## config.mk

```make
export PLATFORM = sky130hd
export DESIGN_NAME = cpu_fetch_unit
export DESIGN_NICKNAME = d
export VERILOG_FILES = /design/src/rtl/cpu_pkg.sv /design/src/rtl/cpu_ifid_skid.sv /design/src/rtl/cpu_fetch_unit.sv
export SDC_FILE = /design/constraint.sdc
export NUM_CORES = 1
export LEC_CHECK = 0
export CORE_UTILIZATION = 30
export DETAILED_ROUTE_END_ITERATION = 12
export PLACE_DENSITY = 0.63
export SLEW_MARGIN = 10
export SYNTH_ARGS = -nofsm -noshare
export SYNTH_HDL_FRONTEND = slang
export SYNTH_SLANG_ARGS = --single-unit
```

## constraint.sdc

```tcl
create_clock -name clk -period 1.8 [get_ports clk]
set_clock_uncertainty 0.1 [all_clocks]
set_input_delay 0.36 -clock clk [delete_from_list [all_inputs] [get_ports clk]]
set_output_delay 0.36 -clock clk [all_outputs]
set_load 0.02 [all_outputs]
```

## src/rtl/cpu_pkg.sv

```systemverilog
// Shared types and constants for the 16-bit MIPS core: fetch FSM states,
// instruction field positions and the opcode map used by decode/control.
package cpu_pkg;

  localparam int INSTR_W    = 16;
  localparam int OPCODE_MSB = 15;
  localparam int OPCODE_LSB = 13;
  localparam int OPCODE_W   = OPCODE_MSB - OPCODE_LSB + 1;

  typedef enum logic [1:0] {
    REQ   = 2'd0,
    WAIT  = 2'd1,
    DRAIN = 2'd2
  } fetch_state_t;

  localparam logic [OPCODE_W-1:0] OP_ADD  = 3'b000;
  localparam logic [OPCODE_W-1:0] OP_SUB  = 3'b001;
  localparam logic [OPCODE_W-1:0] OP_AND  = 3'b010;
  localparam logic [OPCODE_W-1:0] OP_OR   = 3'b011;
  localparam logic [OPCODE_W-1:0] OP_LW   = 3'b100;
  localparam logic [OPCODE_W-1:0] OP_SW   = 3'b101;
  localparam logic [OPCODE_W-1:0] OP_BEQ  = 3'b110;
  localparam logic [OPCODE_W-1:0] OP_ADDI = 3'b111;

  function automatic logic [OPCODE_W-1:0] get_opcode(input logic [INSTR_W-1:0] instr);
    return instr[OPCODE_MSB:OPCODE_LSB];
  endfunction

endpackage

```

## src/rtl/cpu_ifid_skid.sv

```systemverilog
// IF/ID pipeline register backed by a one-entry skid buffer. The skid absorbs
// the single response that can land while decode is stalled on a live entry.
module cpu_ifid_skid
  import cpu_pkg::*;
(
  input  logic               clk,
  input  logic               rst_n,
  input  logic               i_flush,
  input  logic               i_stall,
  input  logic               i_in_valid,
  input  logic [INSTR_W-1:0] i_in_instr,
  input  logic [INSTR_W-1:0] i_in_pc_plus2,
  output logic               o_skid_full,
  output logic               o_valid,
  output logic [INSTR_W-1:0] o_instr,
  output logic [INSTR_W-1:0] o_pc_plus2
);

  logic               r_ifid_valid;
  logic [INSTR_W-1:0] r_ifid_instr;
  logic [INSTR_W-1:0] r_ifid_pc2;
  logic               r_skid_valid;
  logic [INSTR_W-1:0] r_skid_instr;
  logic [INSTR_W-1:0] r_skid_pc2;
  logic               w_ifid_open;

  // IF/ID may take a new entry when empty or when decode consumes it this cycle.
  assign w_ifid_open = !r_ifid_valid || !i_stall;

  always_ff @(posedge clk) begin
    if (!rst_n) begin
      r_ifid_valid <= 1'b0;
      r_ifid_instr <= '0;
      r_ifid_pc2   <= '0;
      r_skid_valid <= 1'b0;
      r_skid_instr <= '0;
      r_skid_pc2   <= '0;
    end else if (i_flush) begin
      r_ifid_valid <= 1'b0;
      r_skid_valid <= 1'b0;
    end else if (w_ifid_open) begin
      if (r_skid_valid) begin
        // Skid is older than anything arriving now, so it goes first.
        r_ifid_valid <= 1'b1;
        r_ifid_instr <= r_skid_instr;
        r_ifid_pc2   <= r_skid_pc2;
        r_skid_valid <= i_in_valid;
        if (i_in_valid) begin
          r_skid_instr <= i_in_instr;
          r_skid_pc2   <= i_in_pc_plus2;
        end
      end else begin
        r_ifid_valid <= i_in_valid;
        if (i_in_valid) begin
          r_ifid_instr <= i_in_instr;
          r_ifid_pc2   <= i_in_pc_plus2;
        end
      end
    end else if (i_in_valid) begin
      r_skid_valid <= 1'b1;
      r_skid_instr <= i_in_instr;
      r_skid_pc2   <= i_in_pc_plus2;
    end
  end

  assign o_skid_full = r_skid_valid;
  assign o_valid     = r_ifid_valid;
  assign o_instr     = r_ifid_instr;
  assign o_pc_plus2  = r_ifid_pc2;

endmodule

```

## src/rtl/cpu_fetch_unit.sv

```systemverilog
// Instruction fetch stage: PC, one-outstanding imem request FSM with redirect
// draining, feeding the IF/ID register and skid buffer.
module cpu_fetch_unit
  import cpu_pkg::*;
#(
  parameter logic [15:0] RESET_PC = 16'h0000,
  parameter logic [15:0] PC_STEP  = 16'd2
) (
  input  logic                clk,
  input  logic                rst_n,
  output logic                imem_req,
  output logic [15:0]         imem_addr,
  input  logic [15:0]         imem_rdata,
  input  logic                imem_rvalid,
  input  logic                id_stall,
  input  logic                redirect_valid,
  input  logic [15:0]         redirect_pc,
  output logic                if_valid,
  output logic [15:0]         if_instr,
  output logic [15:0]         if_pc_plus2,
  output logic [OPCODE_W-1:0] if_opcode
);

  fetch_state_t r_state;
  fetch_state_t w_state_next;
  logic [15:0]  r_pc;
  logic [15:0]  w_pc_next;
  logic [15:0]  w_pc_inc;
  logic         w_issue;
  logic         w_capture;
  logic         w_skid_full;

  assign w_pc_inc = r_pc + PC_STEP;

  // A redirect suppresses the issue so no stale-address request is left in flight.
  assign w_issue   = rst_n && (r_state == REQ) && !w_skid_full && !redirect_valid;
  assign w_capture = (r_state == WAIT) && imem_rvalid && !redirect_valid;

  assign imem_req  = w_issue;
  assign imem_addr = r_pc;

  always_ff @(posedge clk) begin
    if (!rst_n) begin
      r_state <= REQ;
      r_pc    <= RESET_PC;
    end else begin
      r_state <= w_state_next;
      r_pc    <= w_pc_next;
    end
  end

  always_comb begin
    w_state_next = r_state;
    w_pc_next    = r_pc;
    if (redirect_valid) begin
      w_pc_next = redirect_pc;
      // A request still in flight (WAIT, or an earlier DRAIN) must be drained.
      if ((r_state != REQ) && !imem_rvalid) begin
        w_state_next = DRAIN;
      end else begin
        w_state_next = REQ;
      end
    end else begin
      case (r_state)
        REQ: begin
          if (w_issue) begin
            w_state_next = WAIT;
          end
        end
        WAIT: begin
          if (imem_rvalid) begin
            w_pc_next    = w_pc_inc;
            w_state_next = REQ;
          end
        end
        DRAIN: begin
          if (imem_rvalid) begin
            w_state_next = REQ;
          end
        end
        default: w_state_next = REQ;
      endcase
    end
  end

  cpu_ifid_skid u_ifid_skid (
    .clk           (clk),
    .rst_n         (rst_n),
    .i_flush       (redirect_valid),
    .i_stall       (id_stall),
    .i_in_valid    (w_capture),
    .i_in_instr    (imem_rdata),
    .i_in_pc_plus2 (w_pc_inc),
    .o_skid_full   (w_skid_full),
    .o_valid       (if_valid),
    .o_instr       (if_instr),
    .o_pc_plus2    (if_pc_plus2)
  );

  assign if_opcode = get_opcode(if_instr);

endmodule

```

==> results of run 1 <==
through the flow:
stage	power [W]	std cells
5_1_grt	0.004423	726
3_3_place_gp	0.002527	708
4_1_cts	0.004294	724
2_1_floorplan	0.002259	446
3_5_place_dp	0.002535	708
6_report	0.004242	726
critical path, delay by kind of cell, from the launching register on:
family | cells | cell delay, ns
AND/OR/NAND/NOR | 3 | 0.89
AO/OA/AOI/OAI | 1 | 0.18
flip-flops | 1 | 0.37
adder cells (fa/ha/maj) | 1 | 0.16
flip-flops by register name, summed over array words and instances, names as in the netlist:
| name | cells |
|---|---|
| u_ifid_skid.o_skid_full | 1 |
| u_ifid_skid.r_skid_instr | 16 |
| u_ifid_skid.o_instr | 16 |
| imem_addr | 16 |
| u_ifid_skid.r_skid_pc2 | 16 |
| u_ifid_skid.o_valid | 1 |
| r_state | 2 |
| u_ifid_skid.o_pc_plus2 | 16 |
cell usage in the layout, fill, tap and decap left out, types with 4 or more instances in the layout:
| cell | netlist | final |
|---|---|---|
| o21ai_0 | 23 | 23 |
| nand2_1 | 59 | 59 |
| nand3_1 | 8 | 6 |
| nand4_1 | 10 | 10 |
| a311oi_1 | 5 | 5 |
| dlymetal6s2s_1 | 1 | 12 |
| inv_2 | 2 | 4 |
| xnor2_1 | 14 | 14 |
| buf_12 | 0 | 7 |
| or3_1 | 4 | 4 |
| dfxtp_1 | 84 | 79 |
| nor3_1 | 16 | 16 |
| buf_4 | 5 | 41 |
| a31oi_1 | 4 | 4 |
| o221ai_1 | 5 | 5 |
| a211oi_1 | 24 | 21 |
| nor4_1 | 8 | 7 |
| dlygate4sd2_1 | 0 | 18 |
| nor2_1 | 40 | 40 |
| a21oi_1 | 32 | 32 |
| o22ai_1 | 5 | 5 |
| clkdlybuf4s50_1 | 0 | 58 |
| clkbuf_16 | 0 | 9 |
| mux2i_1 | 23 | 23 |
logic make-up (layout without fill, tap and decap cells):
family | Yosys count | count (layout)
and+or+nand+nor | 161 | 161
AOI/OAI and AO/OA | 111 | 111
DFF | 84 | 84
buffers and inverters | 46 | 158
muxes | 23 | 23
xor gates and xnor gates | 17 | 17
adders and majority gates | 4 | 4
where the power goes:
group          internal, W  total, W  switching (W)
clock              0.00105   0.00176       0.000710
combinational     0.000259  0.000532       0.000273
sequential         0.00191   0.00195      0.0000459
worst max path at each step:
| stage | startpoint | to | depth (start not counted) |
|---|---|---|---|
| floorplan | r_state[1]$_SDFFE_PN0P_ | imem_addr[15]$_SDFFE_PN0P_ | 6 |
| global placement | rst_n | imem_req | 4 |
| detailed placement | rst_n | imem_req | 4 |
| CTS | imem_addr[1]$_SDFFE_PN0P_ | imem_addr[1] | 1 |
| global route | imem_addr[1]$_SDFFE_PN0P_ | u_ifid_skid.o_pc_plus2[14]$_SDFFE_PN0P_ | 6 |
| finish | imem_addr[1]$_SDFFE_PN0P_ | imem_addr[13]$_SDFFE_PN0P_ | 5 |
metal layers:
| layer | GRT usage (%) | vias to the layer above | share of wire, % |
|---|---|---|---|
| li1 | - | 1815 | - |
| met1 | 20.76 | 1677 | 49 |
| met2 | 25.90 | 84 | 45 |
| met3 | 3.110 | 14 | 4.2 |
| met4 | 6.667 | 0 | 1.6 |
| met5 | 0 | - | 0 |
cell type report:
type,count,area (um2)
tap,168,210.2
timing repair buffer,136,1336
clock inverter,1,5.005
fill,1230,6735
multi-input combinational,316,1982
clock buffer,15,277.8
sequential,84,1693
inverter,6,22.52
timing repair:
action	CTS	global route
setup endpoints to repair	60	43
pin swaps	0	7
buffers inserted	0	2
gates resized for setup	28	20
==> out/summary.txt, run 1 <==
status - finished, final reports clean
H-tree levels - 3
Clock Path Buffers - 2
reg2reg start - imem_addr[1]$_SDFFE_PN0P_
wire length per cell - 13.97 um
largest net degree at the start of global routing - 55
Critical Path Max Stage Delay - 0.41 ns
gr usage total - 15.98%
first-pass GRT wire length - 16.24 mm
Remaining DRCs - 0
vias post-DR - 3590
hold-critical path depth - 2
maximum fanout along the worst path - 4
critical path type - reg -> reg
FP Rows - 40
post-synth top area share - 43.79%
core area - 0.01226 mm2
area growth from synthesis to layout - 43.92%
Sink Count - 84
Worst Max-Slew Pin Slew - 0.6277 ns
Total Wirelength - 10.14 mm
DRT iter0 DRCs - 204
Ys Warns - 0
die width - 115.1 um
# hold bufs at CTS - 0
Synth area leader - dfxtp_1
initial antenna violation count - 0
post-synth cell types - 50
number of global-route vias before repair - 3338
Synth top cells by count - dfxtp_1 (84), nand2_1 (59), nor2_1 (40)
Ports - 90
CTS clk-pin slew, worst paths - 0.06 ns
#FFs+latches synth - 84
gp weighted congestion - 0.8106
Worst-Skew Late Latency - 0.34 ns
Post-Syn Nets - 486
PwrDens - 767.6 mW/mm2
DP Worst Slack - -0.5761 ns
layout cells sized above 1 - 15.77%
CTS tree - yes
Compound-Gate Fraction of Synth Area - 18.90%
Max Cap Viol - 0
Post-synth EDFFs - 0
final hold slack - 0.3533 ns
Nets - 593
placed cell area - 0.005172 mm2
RSZ-0062 raised after global routing - true
Worst IR Drop VDD - 0.4490 mV
Num CTS Buffers - 9
Post-Synth XOR/XNOR Area - 3.877%
Via density - 4.945
Worst path slowest cell - or4_1
highest clock rate - 0.5649 GHz
Mean Syn Cell Area - 8.610 um2
register area share after synthesis - 43.79%
Port Buffers - 89
Die H - 115.1 um
worst min path class - reg -> reg
post-route cell area - 0.005527 mm2
DP Wirelength - 7.171 mm
fin crit period - 1.770 ns
startpoint types - flop
final worst-path setup slack - 0.02979 ns
total grt overflow - 0
Async S/R FF share, synth - 0%
Initial Utilization - 31.32%
setup slack, reg-to-reg - 0.03 ns
largest family of logic cells by synthesized area - simple AND/OR/NAND/NOR gates
mux cell area share after synthesis - 5.995%
Slew Limit Fails - 0
DR pass1 iterations - 4
Cell Area, Synth - 0.003840 mm2
min-delay src - u_ifid_skid.r_skid_instr[13]$_SDFFE_PN0P_
Slew headroom - 58.15%
fin util - 45.07%
adder-cell area share of the yosys netlist - 1.238%
Crit path required time - 1.96 ns
end of the worst hold path - u_ifid_skid.r_skid_instr[13]$_SDFFE_PN0P_
Hold Vio Cnt, Final - 0
Post-Synthesis Cells - 446
total leakage power - 2.066 nW
Final Setup Violations - 0
diodes inserted - 0
Root Buffer - clkbuf_16
R2R Path End - imem_addr[13]$_SDFFE_PN0P_
synth top area cells - dfxtp_1 (44%), mux2i_1 (6.0%), nand2_1 (5.8%)
post-synthesis simple-gate area fraction - 19.71%
top-count cell post-synth - dfxtp_1
Most used DFF post-synth - dfxtp_1
DRT antenna net count - 0
worst reg2reg path depth - 5
crit-path cells - ha_4 -> nand3_2 -> or3_4 -> or4_1 -> a31oi_1
CP endpoint kind - flop
Setup TNS Final - 0 ns
fin crit share - 98.34%
Worst Path Arrival - 1.93 ns
die area - 0.01326 mm2
Power figures use the tool's default switching activity.
==> run 2: changes to the inputs <==
--- a/config.mk
+++ b/config.mk
@@ -5,9 +5,11 @@
 export SDC_FILE = /design/constraint.sdc
 export NUM_CORES = 1
 export LEC_CHECK = 0
+export CORE_MARGIN = 5
 export CORE_UTILIZATION = 30
 export DETAILED_ROUTE_END_ITERATION = 12
 export PLACE_DENSITY = 0.63
+export RECOVER_POWER = 25
 export SLEW_MARGIN = 10
 export SYNTH_ARGS = -nofsm -noshare
 export SYNTH_HDL_FRONTEND = slang
==> out/summary.txt, run 2 (synthesis gave the netlist of run 1 again) <==
status - finished, final reports clean
placed cell area - 0.005157 mm2
Slew Limit Fails - 0
Worst Path Arrival - 1.94 ns
Remaining DRCs - 0
CP startpoint - r_state[1]$_SDFFE_PN0P_
core area - 0.01257 mm2
Sink Count - 84
initial antenna violation count - 0
PwrDens - 788.2 mW/mm2
die area - 0.01516 mm2
WP depth - 6
RSZ-0062 raised after global routing - true
Root Buffer - clkbuf_16
startpoint types - flop
FP Rows - 41
DP Wirelength - 7.392 mm
Via density - 4.865
worst reg2reg path depth - 6
Slew headroom - 59.73%
first-pass GRT wire length - 16.46 mm
H-tree levels - 3
wire length per cell - 14.08 um
CTS tree - yes
gr usage total - 13.64%
Critical path buffers and inverters - 1
Nets - 591
vias post-DR - 3542
commonest non-fill, non-tap cell in the layout - dfxtp_1
Worst path slowest cell - or4_4
total grt overflow - 0
Ports - 90
Worst-Skew Late Latency - 0.33 ns
DR pass1 iterations - 4
number of global-route vias before repair - 3365
diodes inserted - 0
area growth from synthesis to layout - 44.44%
Die H - 123.1 um
Hold Vio Cnt, Final - 0
Critical Path Max Stage Delay - 0.42 ns
DP Worst Slack - -0.5713 ns
Num CTS Buffers - 9
Final Setup Violations - 0
largest net degree at the start of global routing - 55
hold-critical path depth - 3
reg2reg start - r_state[1]$_SDFFE_PN0P_
Total Wirelength - 10.25 mm
worst min path class - in -> reg
Worst Max-Slew Pin Slew - 0.6041 ns
Worst path top cell family by delay - simple AND/OR/NAND/NOR gates
# hold bufs at CTS - 0
critical path type - reg -> reg
CTS clk-pin slew, worst paths - 0.06 ns
total leakage power - 2.066 nW
Crit path required time - 1.96 ns
post-route cell area - 0.005547 mm2
Worst IR Drop VDD - 0.3797 mV
Initial Utilization - 30.55%
Clock Path Buffers - 2
Max Cap Viol - 0
gp weighted congestion - 0.8348
final worst-path setup slack - 0.01625 ns
fin crit share - 99.10%
most frequent cells in the layout - dfxtp_1 (77), nand2_1 (59), clkdlybuf4s50_1 (57), nor2_1 (40), buf_4 (39)
CP endpoint kind - flop
Port Buffers - 89
maximum fanout along the worst path - 5
min-delay src - id_stall
die width - 123.1 um
Setup TNS Final - 0 ns
fin crit period - 1.784 ns
DRT antenna net count - 0
crit-path cells - inv_2 -> ha_4 -> nand2_4 -> or3_4 -> or4_4 -> a31oi_1
DRT iter0 DRCs - 232
layout cells sized above 1 - 16.37%
highest clock rate - 0.5606 GHz
## run 2: worst reg2reg max path, delay by kind of cell (launching register included)
family | cells | cell delay (ns)
compound gates | 1 | 0.17
fa+ha+maj | 1 | 0.14
buf+inv | 1 | 0.07
flops | 1 | 0.32
simple gates | 3 | 0.91
## run 2: timing repair
| item | in CTS | in global routing |
|---|---|---|
| pin swaps | 1 | 4 |
| setup endpoints to repair | 33 | 25 |
| setup buffers | 0 | 1 |
| endpoints found under the hold margin | 0 | 0 |
| gates resized for setup | 30 | 23 |
## run 2: per-layer routing
layer | global-route usage [%] | wire, um | vias up
met5 | 0 | 0 | -
met4 | 5.606 | 174 | 0
met3 | 2.608 | 428 | 15
met2 | 21.58 | 4752 | 90
met1 | 18.27 | 4893 | 1626
li1 | - | - | 1811
## run 2: area by class of cell
class | instances | area, um2
fillers | 1266 | 7022
repair buffers | 134 | 1308
flip-flops and latches | 84 | 1695
multi-input cells | 316 | 1993
clock buffers | 11 | 252.7
well taps | 172 | 215.2
inverters | 6 | 22.52
clock inverters | 5 | 60.06
## run 2: report_power, final
part	total [W]	switching (W)	internal [W]
clock	0.00190	0.000747	0.00115
sequential	0.00195	0.0000476	0.00191
combinational	0.000519	0.000265	0.000254
## run 2: final timing paths
kind | to | slack, ns
setup / recovery | imem_addr[13]$_SDFFE_PN0P_ | 0.02
hold / removal | u_ifid_skid.o_valid$_SDFFE_PP0P_ | 0.34
setup reg to reg | imem_addr[13]$_SDFFE_PN0P_ | 0.02
hold reg to reg | u_ifid_skid.r_skid_instr[10]$_SDFFE_PN0P_ | 0.35
## run 2: metrics by stage
| step | total power, W | instances | hold WS, ns | util [%] |
|---|---|---|---|---|
| after floorplan | 0.002259 | 446 | 0.3360 | - |
| after global placement | 0.002517 | 711 | 0.3415 | 41.04 |
| after detailed placement | 0.002524 | 711 | 0.3476 | 41.04 |
| after CTS | 0.004424 | 727 | 0.3560 | 43.45 |
| after global routing | 0.004573 | 728 | 0.3589 | 44.13 |
| final | 0.004372 | 728 | 0.3389 | 44.13 |
==> run 3: changes to the inputs <==
--- a/config.mk
+++ b/config.mk
@@ -14,3 +14,4 @@
 export SYNTH_ARGS = -nofsm -noshare
 export SYNTH_HDL_FRONTEND = slang
 export SYNTH_SLANG_ARGS = --single-unit
+export TNS_END_PERCENT = 10
==> out/summary.txt, run 3 (synthesis gave the netlist of run 1 again) <==
R2R Path End - imem_addr[15]$_SDFFE_PN0P_
CTS tree - yes
initial antenna violation count - 0
routed wl met3 - 497 um
Port Buffers - 89
gr usage total - 14.47%
met2 wire len - 5.334 mm
Clock Path Buffers - 2
diodes inserted - 0
Setup TNS Final - 0 ns
Hold Vio Cnt, Final - 0
commonest non-fill, non-tap cell in the layout - dfxtp_1
DRT antenna net count - 0
Max Cap Viol - 0
Via density - 4.867
maximum fanout along the worst path - 4
gp weighted congestion - 0.8344
Total Wirelength - 10.60 mm
DR pass1 iterations - 4
PwrDens - 787.0 mW/mm2
core area - 0.01257 mm2
critical path type - reg -> reg
H-tree levels - 3
status - finished, final reports clean
Ports - 90
RSZ-0062 raised after global routing - true
startpoint types - flop
most frequent cells in the layout - dfxtp_1 (78), clkdlybuf4s50_1 (61), nand2_1 (58), nor2_1 (40), buf_4 (37)
post-route cell area - 0.005603 mm2
Worst Path Arrival - 1.96 ns
reg2reg start - imem_addr[2]$_SDFFE_PN0P_
hold-critical path depth - 3
CTS clk-pin slew, worst paths - 0.06 ns
Fillers - 1224
worst reg2reg path depth - 5
layout cells sized above 1 - 16.01%
worst min path class - in -> reg
placed cell area - 0.005184 mm2
number of global-route vias before repair - 3479
Worst Max-Slew Pin Slew - 0.3979 ns
first-pass GRT wire length - 17.35 mm
Slew headroom - 73.27%
largest net degree at the start of global routing - 44
vias post-DR - 3543
min-delay src - id_stall
area growth from synthesis to layout - 45.91%
Sink Count - 84
DRT iter0 DRCs - 207
Worst IR Drop VDD - 0.4327 mV
Num CTS Buffers - 9
highest clock rate - 0.5566 GHz
Remaining DRCs - 0
Max Used Layer - met4
total leakage power - 2.032 nW
DP Wirelength - 7.609 mm
wire length per cell - 14.56 um
total grt overflow - 0
Root Buffer - clkbuf_16
end of the worst hold path - u_ifid_skid.o_valid$_SDFFE_PP0P_
FP Rows - 41
fin crit period - 1.797 ns
Initial Utilization - 30.55%
setup slack, reg-to-reg - 0.003 ns
Crit path required time - 1.96 ns
CP endpoint kind - flop
Worst-Skew Late Latency - 0.34 ns
Slew Limit Fails - 0
# hold bufs at CTS - 0
die width - 123.1 um
fin crit share - 99.82%
die area - 0.01516 mm2
Die H - 123.1 um
Final Setup Violations - 0
Nets - 592
M1 wire length - 4.562 mm
run 3: cell types whose count changed in the layout (fill, tap and decap cells not counted), moves of 2 or more:
cell	before	now
clkbuf_1	0	4
clkdlybuf4s50_1	57	61
buf_12	6	9
dlymetal6s2s_1	11	8
nor4_1	7	4
buf_4	39	37
clkbuf_8	2	0
clkinv_4	2	0
nor4_4	0	2
run 3: cell type report:
type,count,area (um2),area share (%)
clock buffer,13,240.2,4.288
clock inverter,2,60.06,1.072
inverter,6,22.52,0.4020
multi-input combinational,316,2024,36.13
sequential,84,1694,30.24
tap,172,215.2,3.841
timing repair buffer,135,1346,24.03
run 3: metal layers:
metal  up-vias  track usage [%]
met1      1644            17.70
met3        17            3.705
met5         -                0
met4         0            4.844
met2        76            24.74
li1       1806                -
run 3: worst max-delay path by stage:
| stage | startpoint | end | depth (start not counted) |
|---|---|---|---|
| after global routing | imem_addr[1]$_SDFFE_PN0P_ | imem_addr[15]$_SDFFE_PN0P_ | 5 |
| after detailed placement | rst_n | imem_req | 4 |
| after CTS | rst_n | imem_req | 4 |
| final | imem_addr[2]$_SDFFE_PN0P_ | imem_addr[15]$_SDFFE_PN0P_ | 5 |
| after global placement | redirect_valid | imem_req | 5 |
| after floorplan | imem_addr[2]$_SDFFE_PN0P_ | imem_addr[15]$_SDFFE_PN0P_ | 5 |
run 3: through the flow:
step,instances,total power [W],setup slack [ns],hold slack (ns),utilization [%]
2_1_floorplan,446,0.002256,-0.1369,0.3360,-
3_3_place_gp,712,0.002535,-0.4018,0.3420,41.24
3_5_place_dp,712,0.002544,-0.4316,0.3480,41.24
4_1_cts,727,0.004451,-0.09083,0.3552,43.72
5_1_grt,728,0.004594,-0.04405,0.3575,44.58
6_report,728,0.004409,0.003275,0.3534,44.58
run 3: power by group:
group,switching [W],internal [W],leakage (nW)
registers,0.0000495,0.00191,0.685
logic,0.000274,0.000270,1.20
clock network,0.000699,0.00121,0.144
total,0.00102,0.00339,2.03
run 3: timing repair:
item,CTS,global route
endpoints found under the setup margin,53,30
gates resized for setup,31,27
endpoints found under the hold margin,0,0
pin swaps,1,5
buffers inserted,0,1
run 3: worst max-delay path, cell delays in order (launching register included):
cell     delay (ns)
dfxtp_4        0.37
ha_4           0.15
nand3_4        0.09
or3_4          0.42
or4_4          0.42
a31oi_1        0.17
